File: config.mk
export PLATFORM = sky130hd
export DESIGN_NAME = bpsk_demodulator
export DESIGN_NICKNAME = d
export VERILOG_FILES = /design/src/rtl/bpsk_demodulator.sv
export SDC_FILE = /design/constraint.sdc
export NUM_CORES = 1
export LEC_CHECK = 0
export ABC_CLOCK_PERIOD_IN_PS = 23500
export CAP_MARGIN = 5
export CORE_MARGIN = 5
export CORE_UTILIZATION = 45
export DETAILED_ROUTE_END_ITERATION = 6
export PLACE_DENSITY_LB_ADDON = 0.08
export SLEW_MARGIN = 10
export SYNTH_ARGS = -nofsm -noshare
export SYNTH_HDL_FRONTEND = slang
export SYNTH_SLANG_ARGS = --single-unit
File: constraint.sdc
create_clock -name clk -period 23.5 [get_ports clk]
set_input_delay 4.7 -clock clk [delete_from_list [all_inputs] [get_ports clk]]
set_output_delay 4.7 -clock clk [all_outputs]
set_load 0.005 [all_outputs]
File: src/rtl/bpsk_demodulator.sv
// BPSK correlating demodulator: multiplies each accepted sample by a recursive-oscillator
// reference sine, integrates over a symbol and slices the sign into a recovered bit.
module bpsk_demodulator #(
  parameter int SYMBOL_LEN = 64,
  parameter int ACC_W      = 24,
  parameter int THRESH     = 1024
) (
  input  logic                    clk,
  input  logic                    rst,
  input  logic                    sync,
  input  logic                    sample_valid,
  input  logic signed [7:0]       wave,
  output logic                    bit_out,
  output logic                    bit_valid,
  output logic                    bit_weak,
  output logic signed [ACC_W-1:0] acc_out,
  output logic signed [7:0]       ref_out
);

  localparam int CNT_W = $clog2(SYMBOL_LEN + 1);

  typedef enum logic [1:0] {IDLE, ACCUM, EMIT} state_t;

  state_t                  state_reg, state_next;
  logic [CNT_W-1:0]        cnt_reg, cnt_next;
  logic signed [ACC_W-1:0] acc_reg, acc_next;
  logic signed [15:0]      sine_reg, cos_reg;
  logic signed [15:0]      sine_step, cos_step;
  logic                    bit_out_reg, bit_out_next;
  logic                    bit_valid_reg, bit_valid_next;
  logic                    bit_weak_reg, bit_weak_next;
  logic signed [ACC_W-1:0] acc_out_reg, acc_out_next;

  logic signed [15:0]      product;
  logic signed [ACC_W-1:0] product_ext;
  logic signed [ACC_W-1:0] final_sum;
  logic signed [ACC_W-1:0] final_abs;
  logic                    final_weak;
  logic                    last_sample;

  // Coupled oscillator: the cosine update uses the freshly computed sine.
  assign sine_step = sine_reg + (cos_reg >>> 6);
  assign cos_step  = cos_reg - (sine_step >>> 6);

  assign ref_out     = sine_reg[15:8];
  assign product     = wave * ref_out;
  assign product_ext = ACC_W'(product);
  assign final_sum   = acc_reg + product_ext;
  assign final_abs   = final_sum[ACC_W-1] ? -final_sum : final_sum;
  // A negated most-negative value stays negative, which is deliberately treated as strong.
  assign final_weak  = !final_abs[ACC_W-1] && (final_abs < ACC_W'(THRESH));
  assign last_sample = (cnt_reg == CNT_W'(SYMBOL_LEN - 1));

  always_comb begin
    state_next     = state_reg;
    cnt_next       = cnt_reg;
    acc_next       = acc_reg;
    bit_out_next   = bit_out_reg;
    bit_valid_next = 1'b0;
    bit_weak_next  = bit_weak_reg;
    acc_out_next   = acc_out_reg;

    if (sync) begin
      state_next = IDLE;
      cnt_next   = '0;
      acc_next   = '0;
      if (sample_valid) begin
        state_next = ACCUM;
        cnt_next   = CNT_W'(1);
        acc_next   = product_ext;
      end
    end else begin
      case (state_reg)
        IDLE: begin
          if (sample_valid) begin
            state_next = ACCUM;
            cnt_next   = CNT_W'(1);
            acc_next   = product_ext;
          end
        end
        ACCUM: begin
          if (sample_valid) begin
            if (last_sample) begin
              state_next     = EMIT;
              cnt_next       = '0;
              acc_next       = '0;
              acc_out_next   = final_sum;
              bit_out_next   = ~final_sum[ACC_W-1];
              bit_weak_next  = final_weak;
              bit_valid_next = 1'b1;
            end else begin
              cnt_next = cnt_reg + CNT_W'(1);
              acc_next = final_sum;
            end
          end
        end
        EMIT: begin
          // A sample arriving during the strobe opens the next symbol.
          state_next = ACCUM;
          if (sample_valid) begin
            cnt_next = CNT_W'(1);
            acc_next = product_ext;
          end else begin
            cnt_next = '0;
            acc_next = '0;
          end
        end
        default: begin
          state_next = IDLE;
          cnt_next   = '0;
          acc_next   = '0;
        end
      endcase
    end
  end

  always_ff @(posedge clk) begin
    if (rst) begin
      state_reg     <= IDLE;
      cnt_reg       <= '0;
      acc_reg       <= '0;
      sine_reg      <= 16'sd0;
      cos_reg       <= 16'sd30000;
      bit_out_reg   <= 1'b0;
      bit_valid_reg <= 1'b0;
      bit_weak_reg  <= 1'b0;
      acc_out_reg   <= '0;
    end else begin
      state_reg     <= state_next;
      cnt_reg       <= cnt_next;
      acc_reg       <= acc_next;
      bit_out_reg   <= bit_out_next;
      bit_valid_reg <= bit_valid_next;
      bit_weak_reg  <= bit_weak_next;
      acc_out_reg   <= acc_out_next;
      if (sample_valid) begin
        sine_reg <= sine_step;
        cos_reg  <= cos_step;
      end
    end
  end

  assign bit_out   = bit_out_reg;
  assign bit_valid = bit_valid_reg;
  assign bit_weak  = bit_weak_reg;
  assign acc_out   = acc_out_reg;

endmodule

Yosys cells after proc, flatten, opt, wreduce, memory -nomap -nowiden
Index checks and enable logic that the tools add are counted.
Operators by class
  $add $sub $neg: 5
  $mul: 1
  order comparisons: 1
  equality and inequality tests: 6
  mux-type cells: 20
  bitwise gates (word level): 4
  reduce and logical (&&, ||, !) cells: 7
Operators by type and width (count)
  24-bit two-way mux: 6
  24-bit case mux with 3 select lines: 1
  7-bit two-way mux: 4
  24-bit by 16-bit adder with 24-bit output: 1
  24-bit by 12-bit < comparator with 1-bit output (second input constant): 1
  24-bit negation: 1
  7-bit case mux with 3 select lines: 1
  16-bit by 10-bit adder with 16-bit output: 1
  8-bit by 8-bit multiplier with 16-bit output: 1
  16-bit by 10-bit subtractor with 16-bit output: 1
  3-bit inequality test (second input constant): 3
  2-bit two-way mux: 4
  7-bit by 1-bit adder with 7-bit output (second input constant): 1
  7-bit by 6-bit equality test with 1-bit output (second input constant): 1
  2-bit case mux with 3 select lines: 1
  1-bit NOT: 4
  4-bit AND reduction: 1
  4-bit OR reduction: 1
  1-bit two-way mux: 3
  3-bit AND reduction: 1
  2-bit by 1-bit equality test with 1-bit output (second input constant): 1
  2-bit equality test (second input constant): 1
  2-bit logical NOT: 1
  2-bit AND reduction: 1
  other kinds (2): 2
Storage, ports and cells
  register bits after elaboration: 92
  bits of input ports: 12
  output and inout bits: 35
  word-level logic and storage cells: 53

Depth between registers and ports, before layout
  depth in word-level cells: 6
  depth in mapped cells: 31
  mapped depth without buffers: 31

Worst setup path after synthesis
Ideal clock, no wire load.
  path type: in2reg
  start point: input port wave[7]
  end point: register bit_weak_reg, in the netlist bit_weak
  library setup time: 84 ps
  data arrival time: 11329 ps
  required time: 23416 ps
  slack: 12086 ps
  stages on the path: 26
  buffers on the path: 0
  cells stage by stage: and2_1 -> fa_1 -> inv_1 -> fa_1 -> inv_1 -> fa_1 -> inv_1 -> fa_1 -> inv_1 -> ha_1 -> nand3_1 -> o2111ai_1 -> o211ai_1 -> xnor2_1 -> ha_1 -> a21o_1 -> a21o_1 -> nor2_1 -> nor2_1 -> or3_1 -> a211oi_2 -> xor2_2 -> a21oi_2 -> o21bai_1 -> a211o_1 -> o31ai_2
On the way
  longest elaborated chain between the ends: 6
Ends and longest elaborated chain
  from (decl): RTL line 12  | input logic signed [7:0] wave,
  8-bit by 8-bit multiplier with 16-bit output (*): RTL line 46  | assign product = wave * ref_out;
  24-bit by 16-bit adder with 24-bit output (*): RTL line 48  | assign final_sum = acc_reg + product_ext;
  24-bit negation: RTL line 49  | assign final_abs = final_sum[ACC_W-1] ? -final_sum : final_sum;
  24-bit two-way mux (*): RTL line 49
  24-bit by 12-bit < comparator with 1-bit output or 1-bit logical NOT (tied branches): RTL line 51  | assign final_weak = !final_abs[ACC_W-1] && (final_abs < ACC_W'(THRESH));
  1-bit logical AND (*): RTL line 51
  to (signal assigned): RTL line 134  | bit_weak_reg <= bit_weak_next;
  to (decl): RTL line 31  | logic bit_weak_reg, bit_weak_next;
Mark *: on every way between the ends. The rest lies on a longest branch, timed or not.
A chain may end at the register's enable or synchronous reset.

Final worst setup path
  start point: input port wave[3]
  end point: register bit_weak_reg, in the netlist bit_weak
Same word-level chain as after synthesis.

==> flow_summary.json <==
{
  "cts_root_buf": "clkbuf_16",
  "ant_nets": 0,
  "layout-drive-gt1-share_pct": 3.31,
  "grt_setup_unrepaired": "false",
  "required_ns": 23.77,
  "critPathTopFamily": "adder cells",
  "die-area_um2": 22200,
  "cts_resized": 0,
  "fmax_ghz": 0.0854,
  "arrival_ns": 11.98,
  "fp.dieW_um": 149,
  "routedLengthMet1_mm": 9.46,
  "initial_utilization_pct": 46.1,
  "path_max_fanout": 10,
  "min_from": "acc_out[10]",
  "endpoint_kind": "flip-flop",
  "reg2reg_depth": 29,
  "fp.dieH_um": 149,
  "drt_drc_violations_left": 0,
  "synthCells": 1064,
  "critPathMostFrequentCell": "a21oi_1",
  "syn_area_per_cell_um2": 8.18,
  "synthDistinctLibCells": 72,
  "critical_path_class": "primary input to flip-flop",
  "dp_hpwl_mm": 15.3,
  "synthArstFlopShare_pct": 0,
  "cts.sinks": 92,
  "max_slew_margin_pct": 28.2,
  "r2r_slack_ns": 16.06,
  "rows": 50,
  "synth_flop_cell": "dfxtp_1",
  "synth_edf_count": 0,
  "synth_nets": 1218,
  "wirelength_mm": 19.9,
  "grt_overflow_total": 0,
  "r2r-end": "bit_weak",
  "reg2reg_from": "sine_reg[15]",
  "dpl_cell_area_um2": 9320,
  "dr.pass1.iters": 5,
  "max_cap_violations": 0,
  "cts_hold_buf": 0,
  "setup_violations": 0,
  "ctsLongestPathBuffers": 2,
  "viasPerCell": 5.32,
  "coreArea_um2": 18900,
  "cp_slowest_cell": "clkdlybuf4s50_1",
  "insertion_delay_ns": 0.36,
  "post-cts-setup-buffer-count": 0,
  "clock_skew_ns": 0.00899,
  "highest_layer": "met4",
  "path_clk_slew_ns": 0.07,
  "cp_num_buf_inv": 5,
  "tritoncts": "yes",
  "drt-initial-drc-count": 362,
  "area_growth_pct": 10.4,
  "grt_pass1_wl_mm": 35.1,
  "htreeDepth": 3,
  "netlist_area_um2": 8700,
  "maxSlewViolCount": 0,
  "grt_pass1_vias": 7203,
  "hold_class": "flip-flop to flip-flop",
  "antenna_found_initial": 0,
  "min_period_ns": 11.71,
  "wl_met3_um": 555,
  "final_common_cell": "nor2_1",
  "wl_per_cell_um": 14.8,
  "status": "complete, no violations",
  "hold-path-cell-count": 2,
  "worst_hold_path.endpoint": "acc_out[10]",
  "fin_setup_tns_ns": 0,
  "grt_usage_pct": 19.1,
  "dr_total_vias": 7177,
  "hold_violations": 0,
  "met2_wirelength_mm": 9.60,
  "cp-start-kind": "primary input",
  "yosysSeqAreaShare_pct": 21.2,
  "gp_congestion": 0.914,
  "grt_max_degree": 67,
  "nets": 1238,
  "fin_area_um2": 9610,
  "boundaryPins": 47,
  "io_buffers": 46,
  "synth_seq_cells": 92,
  "numCtsBuffers": 9,
  "worst-slew-pin-transition_ns": 1.07,
  "yosysWarnings": 0,
  "layout_common_cells": "nor2_1, inv_1, dfxtp_1",
  "slowest_delay_ns": 0.53,
  "diodes": 0,
  "timing.final.crit_share_pct": 49.8
}
## worst max path at each step
stage,startpoint,to,slack [ns],cells after the start
finish,wave[3],bit_weak,11.79,31
global route,wave[3],bit_weak,11.12,31
CTS,wave[3],bit_weak,11.81,30
detailed placement,wave[3],bit_weak,11.44,31
global placement,wave[7],bit_weak,11.55,28
floorplan,wave[7],bit_weak,12.09,26
## metrics by stage
stage               cells  hold slack [ns]  setup slack (ns)  util [%]
finish               1349            0.453             11.79      50.9
global route         1349            0.477             11.12      50.9
CTS                  1349            0.456             11.81      50.9
detailed placement   1333            0.446             11.44      49.3
global placement     1333            0.445             11.55      49.3
floorplan            1064            0.446             12.09         -
## logic make-up after synthesis
family          after synthesis  synth area share [%]
mux                          11                  1.28
simple gates                353                  19.6
fa+ha+maj                   142                  25.4
buf+inv                     158                  7.35
xor+xnor                     68                  6.93
flops                        92                  21.2
compound gates              240                  18.2
## Yosys cell counts (5+ instances only)
cell type | count | share of area (%)
ha_1 | 84 | 12
clkbuf_1 | 29 | 1.3
a221oi_1 | 9 | 0.91
and2_1 | 50 | 3.6
dfxtp_1 | 92 | 21
o211ai_1 | 6 | 0.52
nand3_1 | 18 | 1.0
nand2_1 | 77 | 3.3
a21oi_1 | 74 | 4.3
o21bai_1 | 11 | 0.95
fa_1 | 58 | 13
a211oi_1 | 23 | 2.0
inv_1 | 115 | 5.0
xor2_1 | 26 | 2.6
and3_1 | 7 | 0.50
nor2b_1 | 15 | 1.1
o41ai_1 | 5 | 0.50
a21o_1 | 18 | 1.6
nand2b_1 | 10 | 0.72
a211o_1 | 10 | 1.0
xnor2_1 | 41 | 4.1
o21ai_0 | 34 | 2.0
o21ai_1 | 9 | 0.52
buf_4 | 8 | 0.69
mux2i_1 | 10 | 1.2
nor2_1 | 123 | 5.3
nor3_1 | 26 | 1.5
## area by class of cell
cell class                      count  area [um2]
Fill cell                        1928        9280
Timing Repair Buffer               51         493
Inverter                          116         435
Clock inverter                      7        68.8
Multi-Input combinational cell    814        6220
Clock buffer                        9         225
Tap cell                          260         325
Sequential cell                    92        1840
## tightest hold or removal path, delay by kind of cell (launching register included)
family | cells | cell delay [ns]
AND/OR/NAND/NOR | 1 | 0.05
AO/OA/AOI/OAI | 1 | 0.05
flip-flops | 1 | 0.31
## metal layers
layer | up-vias | GRT usage, %
met4 | 0 | 4.71
met5 | - | 0
met2 | 81 | 32.8
met1 | 3407 | 25.4
li1 | 3665 | -
met3 | 24 | 2.64
Power is not shown: default switching activity piles up to over one toggle a cycle in this logic, so the estimate is an artifact.
